[src/rtl/sha256_avalon_slave.sv]
`default_nettype none
// ============================================================================
// Module   : sha256_avalon_slave
// Purpose  : Avalon-MM register front-end for a SHA-256 core. Holds the
//            16-word message block, hands it to the core, captures the
//            256-bit digest and reports DONE/ERR/OVR status with an irq.
// Revision : 1.0 - initial release
// ============================================================================
module sha256_avalon_slave #(
  parameter int          ADDR_W         = 6,
  parameter int          TIMEOUT_CYCLES = 1024,
  parameter logic [31:0] ID_VALUE       = 32'h5348_4132
) (
  input  logic              clk,
  input  logic              reset,
  input  logic [ADDR_W-1:0] avs_address,
  input  logic              avs_read,
  output logic [31:0]       avs_readdata,
  input  logic              avs_write,
  input  logic [31:0]       avs_writedata,
  output logic              avs_waitrequest,
  output logic              irq,
  output logic              core_blk_valid,
  input  logic              core_blk_ready,
  output logic [511:0]      core_blk_data,
  output logic              core_blk_first,
  input  logic              core_dig_valid,
  input  logic [255:0]      core_dig_data
);

  localparam logic [2:0] c_st_idle = 3'd0;
  localparam logic [2:0] c_st_send = 3'd1;
  localparam logic [2:0] c_st_wait = 3'd2;
  localparam logic [2:0] c_st_done = 3'd3;
  localparam logic [2:0] c_st_err  = 3'd4;

  localparam logic [ADDR_W-1:0] c_addr_ctrl   = ADDR_W'(0);
  localparam logic [ADDR_W-1:0] c_addr_status = ADDR_W'(1);
  localparam logic [ADDR_W-1:0] c_addr_id     = ADDR_W'(2);
  localparam logic [15:0]       c_timer_last  = 16'(TIMEOUT_CYCLES - 1);

  logic [2:0]  state_q, state_d;
  logic [15:0] timer_q, timer_d;
  logic [31:0] msg_q [16];
  logic [31:0] msg_d [16];
  logic [31:0] dig_q [8];
  logic [31:0] dig_d [8];
  logic        first_q, first_d;
  logic        ie_q, ie_d;
  logic        blk_first_q, blk_first_d;
  logic        done_q, done_d;
  logic        err_q, err_d;
  logic        ovr_q, ovr_d;
  logic [31:0] rdata_q, rdata_d;

  logic w_busy, w_is_msg, w_is_dig, w_wr, w_start, w_abort;

  // Address decode, bus stall and write qualification
  always_comb begin
    w_busy          = (state_q == c_st_send) || (state_q == c_st_wait);
    w_is_msg        = (avs_address[ADDR_W-1:4] == (ADDR_W-4)'(1));
    w_is_dig        = (avs_address[ADDR_W-1:3] == (ADDR_W-3)'(4));
    avs_waitrequest = avs_write && w_is_msg && w_busy;
    w_wr            = avs_write && !avs_waitrequest;
    // ABORT takes priority, so a START in the same write is dropped entirely
    w_abort         = w_wr && (avs_address == c_addr_ctrl) && avs_writedata[2];
    w_start         = w_wr && (avs_address == c_addr_ctrl) && avs_writedata[0] && !avs_writedata[2];
  end

  // Register writes, command FSM, timeout timer and digest capture
  always_comb begin
    state_d     = state_q;
    timer_d     = timer_q;
    msg_d       = msg_q;
    dig_d       = dig_q;
    first_d     = first_q;
    ie_d        = ie_q;
    blk_first_d = blk_first_q;
    done_d      = done_q;
    err_d       = err_q;
    ovr_d       = ovr_q;

    if (w_wr && (avs_address == c_addr_ctrl)) begin
      first_d = avs_writedata[1];
      ie_d    = avs_writedata[3];
    end
    if (w_wr && (avs_address == c_addr_status)) begin
      if (avs_writedata[1]) done_d = 1'b0;
      if (avs_writedata[2]) err_d  = 1'b0;
      if (avs_writedata[3]) ovr_d  = 1'b0;
    end
    if (w_wr && w_is_msg) begin
      msg_d[avs_address[3:0]] = avs_writedata;
    end

    case (state_q)
      c_st_idle, c_st_done, c_st_err: begin
        if (w_start) begin
          state_d     = c_st_send;
          done_d      = 1'b0;
          err_d       = 1'b0;
          blk_first_d = avs_writedata[1];
        end
      end
      c_st_send: begin
        if (w_start) ovr_d = 1'b1;
        if (core_blk_ready) begin
          state_d = c_st_wait;
          timer_d = '0;
        end
      end
      c_st_wait: begin
        if (w_start) ovr_d = 1'b1;
        // A digest arriving on the final timeout cycle still counts as success
        if (core_dig_valid) begin
          for (int i = 0; i < 8; i++) dig_d[i] = core_dig_data[255-32*i -: 32];
          done_d  = 1'b1;
          state_d = c_st_done;
        end else if (timer_q == c_timer_last) begin
          err_d   = 1'b1;
          state_d = c_st_err;
        end else begin
          timer_d = timer_q + 16'd1;
        end
      end
      default: state_d = c_st_idle;
    endcase

    if (w_abort) begin
      state_d = c_st_idle;
      timer_d = '0;
      done_d  = 1'b0;
      err_d   = 1'b0;
    end
  end

  // Registered read data mux; holds its value when no read is issued
  always_comb begin
    rdata_d = rdata_q;
    if (avs_read) begin
      rdata_d = '0;
      if (avs_address == c_addr_ctrl)        rdata_d = {28'd0, ie_q, 1'b0, first_q, 1'b0};
      else if (avs_address == c_addr_status) rdata_d = {28'd0, ovr_q, err_q, done_q, w_busy};
      else if (avs_address == c_addr_id)     rdata_d = ID_VALUE;
      else if (w_is_msg)                     rdata_d = msg_q[avs_address[3:0]];
      else if (w_is_dig)                     rdata_d = dig_q[avs_address[2:0]];
    end
  end

  // State registers; reset release is assumed synchronised upstream
  always_ff @(posedge clk or posedge reset) begin
    if (reset) begin
      state_q     <= c_st_idle;
      timer_q     <= '0;
      for (int i = 0; i < 16; i++) msg_q[i] <= '0;
      for (int i = 0; i < 8; i++)  dig_q[i] <= '0;
      first_q     <= 1'b0;
      ie_q        <= 1'b0;
      blk_first_q <= 1'b0;
      done_q      <= 1'b0;
      err_q       <= 1'b0;
      ovr_q       <= 1'b0;
      rdata_q     <= '0;
    end else begin
      state_q     <= state_d;
      timer_q     <= timer_d;
      msg_q       <= msg_d;
      dig_q       <= dig_d;
      first_q     <= first_d;
      ie_q        <= ie_d;
      blk_first_q <= blk_first_d;
      done_q      <= done_d;
      err_q       <= err_d;
      ovr_q       <= ovr_d;
      rdata_q     <= rdata_d;
    end
  end

  // Output drive; block data comes straight from MSG, which cannot change while busy
  always_comb begin
    core_blk_data = '0;
    for (int i = 0; i < 16; i++) core_blk_data[511-32*i -: 32] = msg_q[i];
    core_blk_valid = (state_q == c_st_send);
    core_blk_first = blk_first_q;
    avs_readdata   = rdata_q;
    irq            = done_q && ie_q;
  end

endmodule
`default_nettype wire

[config.mk]
export PLATFORM = sky130hd
export DESIGN_NAME = sha256_avalon_slave
export DESIGN_NICKNAME = d
export VERILOG_FILES = /design/src/rtl/sha256_avalon_slave.sv
export SDC_FILE = /design/constraint.sdc
export NUM_CORES = 2
export LEC_CHECK = 0
export ABC_AREA = 1
export CELL_PAD_IN_SITES_DETAIL_PLACEMENT = 2
export CELL_PAD_IN_SITES_GLOBAL_PLACEMENT = 2
export CORE_MARGIN = 5
export CORE_UTILIZATION = 26
export CTS_BUF_LIST = sky130_fd_sc_hd__clkbuf_16
export DETAILED_ROUTE_END_ITERATION = 6
export PLACE_DENSITY = 0.72
export SLEW_MARGIN = 20
export SYNTH_ARGS = -nofsm -noshare
export SYNTH_HDL_FRONTEND = slang
export SYNTH_SLANG_ARGS = --single-unit
export TNS_END_PERCENT = 100
[constraint.sdc]
create_clock -name clk -period 25.5 [get_ports clk]
set_clock_uncertainty 0.05 [all_clocks]
set_input_delay 3.825 -clock clk [delete_from_list [all_inputs] [get_ports clk]]
set_output_delay 3.825 -clock clk [all_outputs]
set_load 0.02 [all_outputs]
== Word-level counts from Yosys, hierarchy flattened ==
Cells that the tools add are included.
Word-level totals
  logic and storage cells: 118
  output and inout bits: 548
  input bits: 300
  flip-flop bits (word level): 825
Cells by class
  bitwise gates (word level): 2
  reduce and logical (&&, ||, !) cells: 23
  equality and inequality tests: 14
  add/sub/neg operators: 1
  $lt $le $gt $ge: 3
  mux-type cells: 42
Operator list (count)
  $bwmux 512: 1
  $mux 32: 10
  $bmux 32 s4: 1
  $demux 32 s4: 1
  $bmux 32 s3: 1
  $mux 16: 4
  $pmux 16 s2: 1
  $add 16x1->16 const B: 1
  $eq 16x10->1 const B: 1
  $mux 1: 15
  $mux 3: 5
  $logic_and 1x1->1: 11
  $ne 3x3->1 const B: 3
  $pmux 3 s3: 1
  $eq 3x2->1 const B: 2
  $eq 3x3->1 const B: 2
  $eq 6x1->1 const B: 1
  $eq 6x2->1 const B: 1
  $logic_not 6->1: 1
  $ge 5x5->1 const B: 1
  $lt 5x1->1 const B: 1
  $not 4->5: 1
  $ge 4x4->1 const B: 1
  $ne 4x3->1 const B: 1
  14 further kinds: 17

== Logic depth before layout (Yosys ltp) ==
  depth after elaboration: 11
  depth in mapped cells: 14
  mapped depth without buffers: 12

== Least setup slack after synthesis ==
OpenSTA, ideal clock, no wires.
  path kind: input to output
  start point: input avs_address[5]
  end point: output avs_waitrequest
  setup slack: 17.227 ns
  path buffers: 0
  arrival: 4.398 ns
  stages on the path: 5
  data required time: 21.625 ns
  cell sequence: inv_1 > nand2_2 > nor2_1 > nand2_4 > inv_1
On the way
  longest elaborated chain between the ends: 3
Ends and longest elaborated chain
  start, declared: RTL line 16  | input logic [ADDR_W-1:0] avs_address,
  $eq 2x1->1: RTL line 61  | w_is_msg = (avs_address[ADDR_W-1:4] == (ADDR_W-4)'(1));
  $logic_and 1x1->1 (2 in a row): RTL line 63  | avs_waitrequest = avs_write && w_is_msg && w_busy;
  end, declared: RTL line 21  | output logic avs_waitrequest,
Every way passes these cells.

== Worst setup path after layout ==
Same ends and word-level chain as after synthesis.

==> flow_metrics.py <==
metrics = {
    "critical_path": {
        "cpPeakStageDelay_ns": 0.60,
        "worst-r2r-cell-count": 10,
        "cp_slowest_cell": "clkdlybuf4s50_1",
        "startpoint_type": "input port",
        "path_buf_inv": 4,
        "crit_chain": "clkdlybuf4s50_1, inv_1, nand2_2, nor2_1, nand2_4, inv_1, clkdlybuf4s50_1",
        "crit_required_ns": 21.62,
        "cp_top_family": "buffers and inverters",
        "critPathKind": "in -> out",
        "cp_data_arrival_time_ns": 5.51,
        "cp.depth": 7,
        "r2r_start": "state_q[1]",
        "cp-end-kind": "primary output",
        "critPathLaunch": "avs_address[5]",
        "path_max_fanout": 5,
    },
    "hold_path": {
        "hold_start": "avs_readdata[23]",
        "worstHoldPathType": "reg -> reg",
        "holdPathStages": 2,
    },
    "grt": {
        "grt_pass1_vias": 39300,
        "grt_overflow_total": 0,
        "grt_max_degree": 175,
        "globalRouteTotalUtil_pct": 25.1,
        "grt_pass1_wl_um": 281000,
        "antenna_found_initial": 8,
    },
    "clocking": {
        "clock_latency_ns": 0.74,
        "cts_resized": 0,
        "postCtsHoldBufs": 0,
        "path_clk_slew_ns": 0.06,
        "cts_root_buf": "clkbuf_16",
        "numCtsBuffers": 103,
        "h-tree-depth": 3,
        "ctsLongestPathBuffers": 3,
        "cts_setup_buffers": 0,
        "cts.sinks": 825,
        "cts_tree": "built",
    },
    "power_and_ir_drop": {
        "p_sw_share_pct": 35.7,
        "power_leakage_nw": 23.3,
        "seq_power_share_pct": 41.0,
        "power_density_nw_per_um2": 89.2,
        "intPower_mw": 2.89,
        "vdd_drop_max_mv": 0.0546,
        "p_total_mw": 4.49,
        "p_switching_mw": 1.60,
        "clkPwrFrac_pct": 32.5,
        "p_comb_share_pct": 26.5,
    },
    "finish": {
        "fillers": 16200,
        "instances_no_fill": 7335,
        "final_common_cell": "nand2_1",
        "regArea_um2": 20600,
        "multi_input_area_um2": 14700,
        "drive_gt1_share_pct": 4.70,
        "layout.nets": 5648,
        "most-common-layout-cells": "nand2_1, clkdlybuf4s50_1, dfrtp_1",
        "syn_to_final_growth_pct": 35.0,
    },
    "placement": {
        "routabilityCongestion": 0.860,
        "dp.cells": 7144,
        "portBuffers": 847,
        "hpwl_um": 142000,
    },
    "sta": {
        "final.min_clock_period_ns": 9.39,
        "rsz0062_at_grt": "no",
        "fmax_mhz": 107,
        "report.final.slew_viol_count": 0,
        "worst_pin_slew_ns": 1.08,
        "period_share_pct": 36.8,
        "hold_slack_ns": 0.427,
        "setup_viol": 0,
        "finalSetupTns_ns": 0,
        "maxSlewHeadroom_pct": 28.3,
        "final_hold_viol_count": 0,
    },
    "logic_synthesis": {
        "synth_warnings": 0,
        "postSynthAreaPerCell_um2": 7.99,
        "synth_nets": 4964,
        "synthesis.area_um2": 37300,
        "synth-seq-area-share_pct": 55.4,
        "ys_types": 36,
        "ys_ff_latch": 825,
        "syn_inst": 4663,
    },
    "detailed_routing": {
        "detail-route-antenna-nets": 0,
        "wl_um": 196000,
        "routedWlPerCell_um": 26.7,
        "drc_errors": 0,
        "dr_total_vias": 36100,
        "via_per_inst": 4.92,
        "first_pass_iters": 5,
        "drt-initial-drc-count": 1820,
    },
    "floorplanning": {
        "start_util_pct": 26.1,
        "rows": 139,
        "design.core.area_um2": 143000,
        "die_w_um": 389,
        "die_h_um": 389,
        "dieArea_um2": 151000,
        "ios": 848,
    },
    "run": {
        "drv_cap": 0,
    },
    "outcome": {
        "status": "completed",
    },
}
-- cell type report --
type | count | share of cell area, %
inverters | 110 | 0.868
diodes | 4 | 0.0199
well taps | 1903 | 4.73
clock inverters | 82 | 1.33
repair buffers | 892 | 17.6
flip-flops and latches | 825 | 41.0
multi-input cells | 3415 | 29.2
clock buffers | 104 | 5.17
-- registers in the layout, summed over array words and instances (netlist names), 3 cells and up --
signal	flops
timer_q	16
state_q	3
avs_readdata	32
dig_q	256
core_blk_data	512
-- cells by family after synthesis --
| kind of cell | Yosys count | share of synthesized area [%] |
|---|---|---|
| buffers and inverters | 423 | 5.23 |
| AOI/OAI and AO/OA | 708 | 10.0 |
| and+or+nand+nor | 2698 | 29.1 |
| adders and majority gates | 1 | 0.0336 |
| DFF | 825 | 55.4 |
| xor gates and xnor gates | 8 | 0.188 |
-- Yosys cell counts --
library cell	n	share of area, %
nand2_1	2390	24
dfrtp_1	825	55
o21ai_1	320	4.3
o21ai_0	270	3.6
clkbuf_1	161	1.6
nand4_1	136	2.3
inv_1	100	1.0
buf_2	88	1.2
nand3_1	76	1.0
a21oi_1	56	0.75
nor2_1	53	0.53
buf_4	31	0.62
a22oi_1	24	0.48
o21ai_2	23	0.54
buf_1	16	0.16
buf_6	16	0.48
nand3_4	11	0.52
o211ai_1	10	0.20
inv_2	9	0.091
xor2_1	7	0.16
nand3b_1	6	0.12
nor3_1	5	0.067
nand3_2	4	0.11
nor2_4	4	0.12
o221ai_1	4	0.094
nand2_2	3	0.050
nand2_4	3	0.091
nor2_2	2	0.034
nor3b_1	2	0.040
or2_2	2	0.034
buf_12	1	0.054
clkinv_1	1	0.010
ha_1	1	0.034
nor2_8	1	0.054
o41ai_1	1	0.024
xnor2_1	1	0.024
-- stage by stage --
stage	instance area [um^2]	util, %	setup slack [ns]
3_3_place_gp	47000	32.9	16.15
2_1_floorplan	37300	-	10.29
3_5_place_dp	47000	32.9	16.11
4_1_cts	50300	35.2	16.10
6_report	50300	35.2	16.11
5_1_grt	50300	35.2	16.03
-- worst paths after layout --
kind,to,slack [ns]
worst max-delay path,avs_waitrequest,16.11
min in group asynchronous,core_blk_data[472],3.54
worst max register to register,dig_q[45],21.27
max in group asynchronous,dig_q[126],18.74
worst min register to register,avs_readdata[23],0.43
worst min-delay path,avs_readdata[23],0.43
-- tightest hold or removal path: stages (launching register included) --
cell	delay [ns]
dfrtp_1	0.34
nand2_1	0.05
nand2_1	0.05
-- metal layers --
layer  share of wire [%]  GRT usage (%)
met5                   0              0
met4                 5.1           11.2
met3                 5.2           5.28
met2                  50           43.7
met1                  40           29.6
-- power groups by stage --
stage / Sequential [mW] / Combinational, mW / Clock (mW)
3_5_place_dp: 1.86 / 1.20 / 0
3_3_place_gp: 1.84 / 1.16 / 0
5_1_grt: 1.88 / 1.30 / 1.55
6_report: 1.84 / 1.19 / 1.46
2_1_floorplan: 1.94 / 0.485 / 0
4_1_cts: 1.84 / 1.21 / 1.50
No activity file was read; power rests on OpenSTA's default activity.
